--- config.mk ---
export PLATFORM = sky130hd
export DESIGN_NAME = turn_ctrl
export DESIGN_NICKNAME = d
export VERILOG_FILES = /design/src/rtl/turn_ctrl_pkg.sv /design/src/rtl/power_meter.sv /design/src/rtl/turn_ctrl.sv
export SDC_FILE = /design/constraint.sdc
export NUM_CORES = 1
export LEC_CHECK = 0
export ABC_CLOCK_PERIOD_IN_PS = 6150
export CAP_MARGIN = 20
export CORE_MARGIN = 4
export CORE_UTILIZATION = 25
export CTS_CLUSTER_SIZE = 12
export DETAILED_ROUTE_END_ITERATION = 6
export PLACE_DENSITY = 0.48
export SYNTH_ARGS = -nofsm -noshare
export SYNTH_HDL_FRONTEND = slang
export SYNTH_HIERARCHICAL = 1
export SYNTH_SLANG_ARGS = --single-unit
--- constraint.sdc ---
create_clock -name clk -period 6.15 [get_ports clk]
set_input_delay 1.845 -clock clk [delete_from_list [all_inputs] [get_ports clk]]
set_output_delay 1.845 -clock clk [all_outputs]
set_load 0.005 [all_outputs]
--- src/rtl/turn_ctrl_pkg.sv ---
// Shared types and widths for the per-turn shot sequencer.
// Latency: n/a (declarations only).
// Backpressure: n/a.
package turn_ctrl_pkg;

  localparam int POWER_W = 10;
  localparam int SECS_W  = 6;

  typedef enum logic [2:0] {
    IDLE,
    ARM,
    WAIT_PRESS,
    CHARGE,
    FLIGHT,
    DONE,
    WAIT_END
  } turn_state_t;

  typedef enum logic {
    SHOOTER_DOG,
    SHOOTER_CAT
  } shooter_t;

  // Route the active player's button: local button for the dog, link button for the cat.
  function automatic logic fire_select(input shooter_t shooter,
                                       input logic fire_local,
                                       input logic fire_remote);
    return (shooter == SHOOTER_DOG) ? fire_local : fire_remote;
  endfunction

endpackage

--- src/rtl/power_meter.sv ---
// Ping-pong power meter: counts 0..POWER_MAX and back, one step every POWER_STEP_CYCLES while run is high.
// Latency: power updates on the clock edge that completes a step period; clear takes effect next cycle.
// Backpressure: none; run simply freezes the meter and its step prescaler.
module power_meter
  import turn_ctrl_pkg::*;
#(
  parameter int POWER_MAX         = 100,
  parameter int POWER_STEP_CYCLES = 200_000
) (
  input  logic               clk,
  input  logic               rst,
  input  logic               clear,
  input  logic               run,
  output logic [POWER_W-1:0] power
);

  localparam int STEP_W = (POWER_STEP_CYCLES > 1) ? $clog2(POWER_STEP_CYCLES) : 1;
  localparam logic [STEP_W-1:0]  STEP_LAST = STEP_W'(POWER_STEP_CYCLES - 1);
  localparam logic [POWER_W-1:0] PMAX      = POWER_W'(POWER_MAX);

  logic [STEP_W-1:0] step_cnt;
  logic              up;
  logic              step;

  assign step = (step_cnt == STEP_LAST);

  // Step prescaler and bounded up/down meter; reversal happens on the step that
  // would otherwise leave 0..POWER_MAX, so the meter bounces without overrun.
  always_ff @(posedge clk) begin
    if (rst || clear) begin
      power    <= '0;
      step_cnt <= '0;
      up       <= 1'b1;
    end else if (run) begin
      if (step) begin
        step_cnt <= '0;
        if (up) begin
          if (power >= PMAX) begin
            up <= 1'b0;
            if (power != '0) power <= power - 1'b1;
          end else begin
            power <= power + 1'b1;
          end
        end else begin
          if (power == '0) begin
            up <= 1'b1;
            if (PMAX != '0) power <= power + 1'b1;
          end else begin
            power <= power - 1'b1;
          end
        end
      end else begin
        step_cnt <= step_cnt + 1'b1;
      end
    end
  end

endmodule

--- src/rtl/turn_ctrl.sv ---
// Per-turn shot sequencer: arms the shooter's button, charges the meter, launches, reports hit and turn end.
// Latency: turn start 1 cycle after next_turn rises; launch 1 cycle after release; hit 1 cycle after
//          proj_done with turn_done one cycle later. Backpressure: none; next_turn low aborts silently.
// Build option: define TURN_TIMEOUT_EN to enable the per-shot seconds countdown and forced launch/forfeit.
module turn_ctrl
  import turn_ctrl_pkg::*;
#(
  parameter int POWER_MAX         = 100,
  parameter int POWER_STEP_CYCLES = 200_000,
  parameter int TICKS_PER_SEC     = 40_000_000,
  parameter int TURN_SECS         = 15
) (
  input  logic               clk,
  input  logic               rst,
  input  logic               next_turn,
  input  logic               dog_turn,
  input  logic               cat_turn,
  input  logic               fire_local,
  input  logic               fire_remote,
  input  logic               proj_done,
  input  logic               proj_hit,
  output logic               launch,
  output logic [POWER_W-1:0] power,
  output logic               charging,
  output logic [SECS_W-1:0]  secs_left,
  output logic               hit_dog,
  output logic               hit_cat,
  output logic               turn_done_dog,
  output logic               turn_done_cat
);

  turn_state_t state;
  shooter_t    shooter;
  logic        next_turn_q;
  logic        fire;
  logic        start;
  logic        abort;
  logic        meter_clear;
  logic        meter_run;
  logic        timeout;

  // A turn is only valid with exactly one shooter flag; both low means game over.
  assign start = (state == IDLE) && next_turn && !next_turn_q && (dog_turn ^ cat_turn);
  assign abort = !next_turn || (!dog_turn && !cat_turn);
  assign fire  = fire_select(shooter, fire_local, fire_remote);

  // Meter is zeroed at turn start and held at zero (direction up) while waiting
  // for the press, so CHARGE always begins from a clean 0.
  assign meter_clear = start || (state == WAIT_PRESS);
  assign meter_run   = (state == CHARGE);

  power_meter #(
    .POWER_MAX        (POWER_MAX),
    .POWER_STEP_CYCLES(POWER_STEP_CYCLES)
  ) u_power_meter (
    .clk  (clk),
    .rst  (rst),
    .clear(meter_clear),
    .run  (meter_run),
    .power(power)
  );

`ifdef TURN_TIMEOUT_EN
  localparam int TICK_W = (TICKS_PER_SEC > 1) ? $clog2(TICKS_PER_SEC) : 1;
  localparam logic [TICK_W-1:0] TICK_LAST = TICK_W'(TICKS_PER_SEC - 1);

  logic [TICK_W-1:0] tick_cnt;
  logic              timing;
  logic              sec_tick;

  // The clock only runs while the shooter is expected to act.
  assign timing   = (state == WAIT_PRESS) || (state == CHARGE);
  assign sec_tick = timing && (tick_cnt == TICK_LAST);
  // Timeout coincides with the decrement that lands on zero; an already-zero
  // budget also expires on the next second.
  assign timeout  = sec_tick && (secs_left <= SECS_W'(1));

  // Seconds prescaler and saturating countdown, reloaded at every turn start.
  always_ff @(posedge clk) begin
    if (rst) begin
      tick_cnt  <= '0;
      secs_left <= SECS_W'(TURN_SECS);
    end else if (start) begin
      tick_cnt  <= '0;
      secs_left <= SECS_W'(TURN_SECS);
    end else if (timing) begin
      if (sec_tick) begin
        tick_cnt <= '0;
        if (secs_left != '0) secs_left <= secs_left - 1'b1;
      end else begin
        tick_cnt <= tick_cnt + 1'b1;
      end
    end
  end
`else
  logic cfg_unused;

  // Untimed build: the display shows the full budget and nothing ever expires.
  assign secs_left  = SECS_W'(TURN_SECS);
  assign timeout    = 1'b0;
  assign cfg_unused = ^TICKS_PER_SEC;
`endif

  // Turn sequencer with registered pulse outputs; abort has priority in every
  // active state and suppresses launch, hit and done pulses.
  always_ff @(posedge clk) begin
    if (rst) begin
      state         <= IDLE;
      shooter       <= SHOOTER_DOG;
      next_turn_q   <= 1'b0;
      launch        <= 1'b0;
      charging      <= 1'b0;
      hit_dog       <= 1'b0;
      hit_cat       <= 1'b0;
      turn_done_dog <= 1'b0;
      turn_done_cat <= 1'b0;
    end else begin
      next_turn_q   <= next_turn;
      launch        <= 1'b0;
      hit_dog       <= 1'b0;
      hit_cat       <= 1'b0;
      turn_done_dog <= 1'b0;
      turn_done_cat <= 1'b0;

      case (state)
        IDLE: begin
          charging <= 1'b0;
          if (start) begin
            shooter <= dog_turn ? SHOOTER_DOG : SHOOTER_CAT;
            state   <= ARM;
          end
        end

        // Ignore a button still held over from the previous turn.
        ARM: begin
          if (abort) state <= IDLE;
          else if (!fire) state <= WAIT_PRESS;
        end

        WAIT_PRESS: begin
          if (abort) begin
            state <= IDLE;
          end else if (timeout) begin
            state <= DONE;
          end else if (fire) begin
            charging <= 1'b1;
            state    <= CHARGE;
          end
        end

        // Release and timeout in the same cycle still yield a single launch.
        CHARGE: begin
          if (abort) begin
            charging <= 1'b0;
            state    <= IDLE;
          end else if (!fire || timeout) begin
            launch   <= 1'b1;
            charging <= 1'b0;
            state    <= FLIGHT;
          end
        end

        FLIGHT: begin
          if (abort) begin
            state <= IDLE;
          end else if (proj_done) begin
            hit_cat <= proj_hit && (shooter == SHOOTER_DOG);
            hit_dog <= proj_hit && (shooter == SHOOTER_CAT);
            state   <= DONE;
          end
        end

        DONE: begin
          if (abort) begin
            state <= IDLE;
          end else begin
            turn_done_dog <= (shooter == SHOOTER_DOG);
            turn_done_cat <= (shooter == SHOOTER_CAT);
            state         <= WAIT_END;
          end
        end

        WAIT_END: begin
          if (!next_turn) state <= IDLE;
        end

        default: begin
          charging <= 1'b0;
          state    <= IDLE;
        end
      endcase
    end
  end

endmodule
==> summary.md <==
| Metric | Value |
|---|---|
| Max stage delay on crit path | `approximately 0.52 ns` |
| Final Skew | `0.005406 ns` |
| Largest net degree at the start of global routing | `19` |
| Design Area, Final | `0.002730 mm^2` |
| Placer Congestion | `0.7878` |
| Core area | `0.008763 mm^2` |
| Number of global-route vias before repair | `1965` |
| Synth Flop Type | `dfxtp_1` |
| Slew @ Worst Pin | `0.6021 ns` |
| # DRC | `0` |
| Synth warnings | `6` |
| Leading area contributor after synthesis | `dfxtp_1` |
| RR Startpoint | `state[1]` |
| Drt pass-1 iters | `4` |
| Sw frac | `21.91%` |
| CTS buffer count | `5` |
| Slew headroom | `59.76%` |
| Max Clk Rate | `247.2 MHz` |
| MaxCap Viol Count | `0` |
| RR Endpoint | `u_power_meter/step_cnt[10]` |
| Routed WL | `5247 um` |
| Leakage | `~0.94 nW` |
| Port bufs | `24` |
| Peak VDD IR | `around 0.00008 V` |
| Die height | `just over 100 um` |
| FF+latch count, synth | `40` |
| Register share of total power | `approximately 44%` |
| Fraction of registers with async set/reset | `0%` |
| P_sw | `136.2 uW` |
| Die ar. | `0.01066 mm^2` |
| Avg Cell Area, Syn | `8.371 um^2` |
| Crit path cell chain | `clkdlybuf4s50_1, inv_1, ha_1, and3b_1, nor2_1, nor3_1, nor2_1, nand2_1, nor2_1` |
| Initial antenna violation count | `0` |
| Hold Crit Depth | `2` |
| Largest Register | `u_power_meter/step_cnt` |
| Overflow after GRT | `0` |
| Ranking of synthesized cells by area | `dfxtp_1, nor2_1, xnor2_1` |
| Pint | `485.5 uW` |
| CTS tree | `yes` |
| CP Launch Type | `input pin` |
| Hold crit path type | `reg2reg` |
| Cells after Synth | `271` |
| Final Setup Violations | `0` |
| Period minus WS final | `4.046 ns` |
| Most Frequent Cell on Critical Path | `nor2_1` |
| Share of post-route cells with drive strength above 1 | `8.219%` |
| Worst path slowest cell | `nand2_1` |
| Crit-path max FO | `18` |
| Biggest regs | `u_power_meter/step_cnt x18, u_power_meter/power x10, state x3` |
| Clock Tree Root | `clkbuf_8` |
| Post-CTS sizing | `0` |
| Clock share of power | `between 40 and 50%` |
| Outcome | `finished clean` |
| Number of core rows | `34` |
| WL per Instance | `13.12 um` |
| Critical Path RT | `6.31 ns` |
| Vias | `1936` |
| Post-CTS Setup Inserts | `0` |
| Commonest cells in the netlist | `nor2_1, dfxtp_1, nand2_1` |
| Total power | `621.7 uW` |
| Die X | `between 100 and 150 um` |
| Clock Sinks | `40` |
| All-Layer GR Usage | `10.50%` |
| PD cells | `around 230 mW/mm^2` |
| Tcrit/Tclk final | `65.79%` |
| First-pass GRT wire length | `between 8000 and 9000 um` |
| Register area share after synthesis | `35.30%` |
| Setup tns final | `0 ns` |
| Synth top area share | `35.30%` |
| RSZ-0062 raised after global routing | `no` |
| R2r setup slk | `roughly 3.3 ns` |
| Number of flip-flops in the largest register | `18` |
| Clock transition at path regs | `0.08 ns` |
| IO Pins | `31` |
| Hold Vio Cnt, Final | `0` |
| WHS Endpoint | `charging` |
| Post-synthesis cell area | `roughly 0.0023 mm^2` |
| Final core occ | `31.15%` |
| Ant. Diodes | `0` |
| CP Class | `in2reg` |
| Distinct cells, synth | `51` |
| Starting density of the core | `25.89%` |
| Number of vias per cell | `around 4.8` |
| Most common cell in the netlist | `nor2_1` |
| Dpl cell area | `0.002571 mm^2` |
| Crit. End Element | `flip-flop` |
| FF-to-FF path depth | `7` |
| Max Buffers Root-to-Sink | `2` |
| Critical path arrival | `~4.2 ns` |
| Placed cells | `392` |
| Count of pins over their slew limit | `0` |
| Non-Filler Instances | `400` |
| Post-DP HPWL | `3792 um` |
| Initial DRC count | `59` |
| Antenna-violating nets left | `0` |
| Comb pwr share | `7.9%` |
| Clock latency on the worst-skew pair | `0.30 ns` |
| EDFF count, synth | `0` |
| Hold_buf cts | `0` |
| Worst Hold Launch | `charging` |
| Area Growth Syn to Fin | `20.35%` |
| H-tree Lvls | `2` |
| Fin nets | `roughly 300` |
critical path, delay by kind of cell:
family / cells / cell delay (ns)
buf+inv: 2 / 0.52
fa+ha+maj: 1 / 0.26
simple gates: 6 / 1.57
cells in the final DEF (no fill, tap or decap), types with 10 or more instances in the layout:
cell             count
mux2i_1             10
nand2_1             18
nor2_1              41
inv_1               10
nor3_1              16
clkdlybuf4s50_1     24
dfxtp_1             40
xnor2_1             14
nand3_1             12
nand4_1             13
kinds of logic (layout without fill, tap and decap cells):
| family | Yosys count | in the layout | share of synthesized area [%] |
|---|---|---|---|
| compound gates | 26 | 26 | 9.597 |
| xor+xnor | 18 | 18 | 6.950 |
| fa+ha+maj | 4 | 4 | 2.206 |
| buf+inv | 26 | 43 | 5.846 |
| flops | 40 | 40 | 35.30 |
| mux | 11 | 11 | 5.019 |
| other cells | 2 | 6 | 0.3311 |
| simple gates | 144 | 144 | 34.75 |
layout make-up:
cell class	count	area [um^2]
clock buffers	5	68.82
clock inverters	3	90.09
fillers	932	6033
inverters	10	37.54
multi-input cells	209	1350
flip-flops and latches	40	800.8
well taps	108	135.1
repair buffers	25	247.7
power by group through the flow:
stage / registers, mW / clock network [mW] / logic [mW]
after floorplan: 0.271 / 0 / 0.0431
after detailed placement: 0.277 / 0 / 0.0495
final: 0.271 / 0.302 / 0.0489
after CTS: 0.271 / 0.311 / 0.0498
after global routing: 0.272 / 0.319 / 0.0559
after global placement: 0.277 / 0 / 0.0499
layer usage:
layer | global-route usage (%) | wire [um]
met5 | 0 | 0
met4 | 4.382 | 99
met3 | 2.683 | 261
met2 | 16.77 | 2420
met1 | 13.46 | 2466
how the worst max path moves through the flow:
stage | from | end | cells after the start
final | dog_turn | u_power_meter/step_cnt[10] | 9
after global routing | dog_turn | u_power_meter/step_cnt[14] | 9
after CTS | dog_turn | u_power_meter/step_cnt[10] | 9
after detailed placement | dog_turn | u_power_meter/step_cnt[3] | 9
after global placement | dog_turn | u_power_meter/step_cnt[15] | 9
after floorplan | dog_turn | u_power_meter/step_cnt[10] | 9
stage by stage:
stage          hold WS (ns)  worst slack [ns]
6_report             0.5016             2.104
5_1_grt              0.5275             1.736
4_1_cts              0.5094             2.028
3_5_place_dp         0.4970             1.707
3_3_place_gp         0.4964             1.829
2_1_floorplan        0.4576             2.626
(Power assumes the default switching activity.)
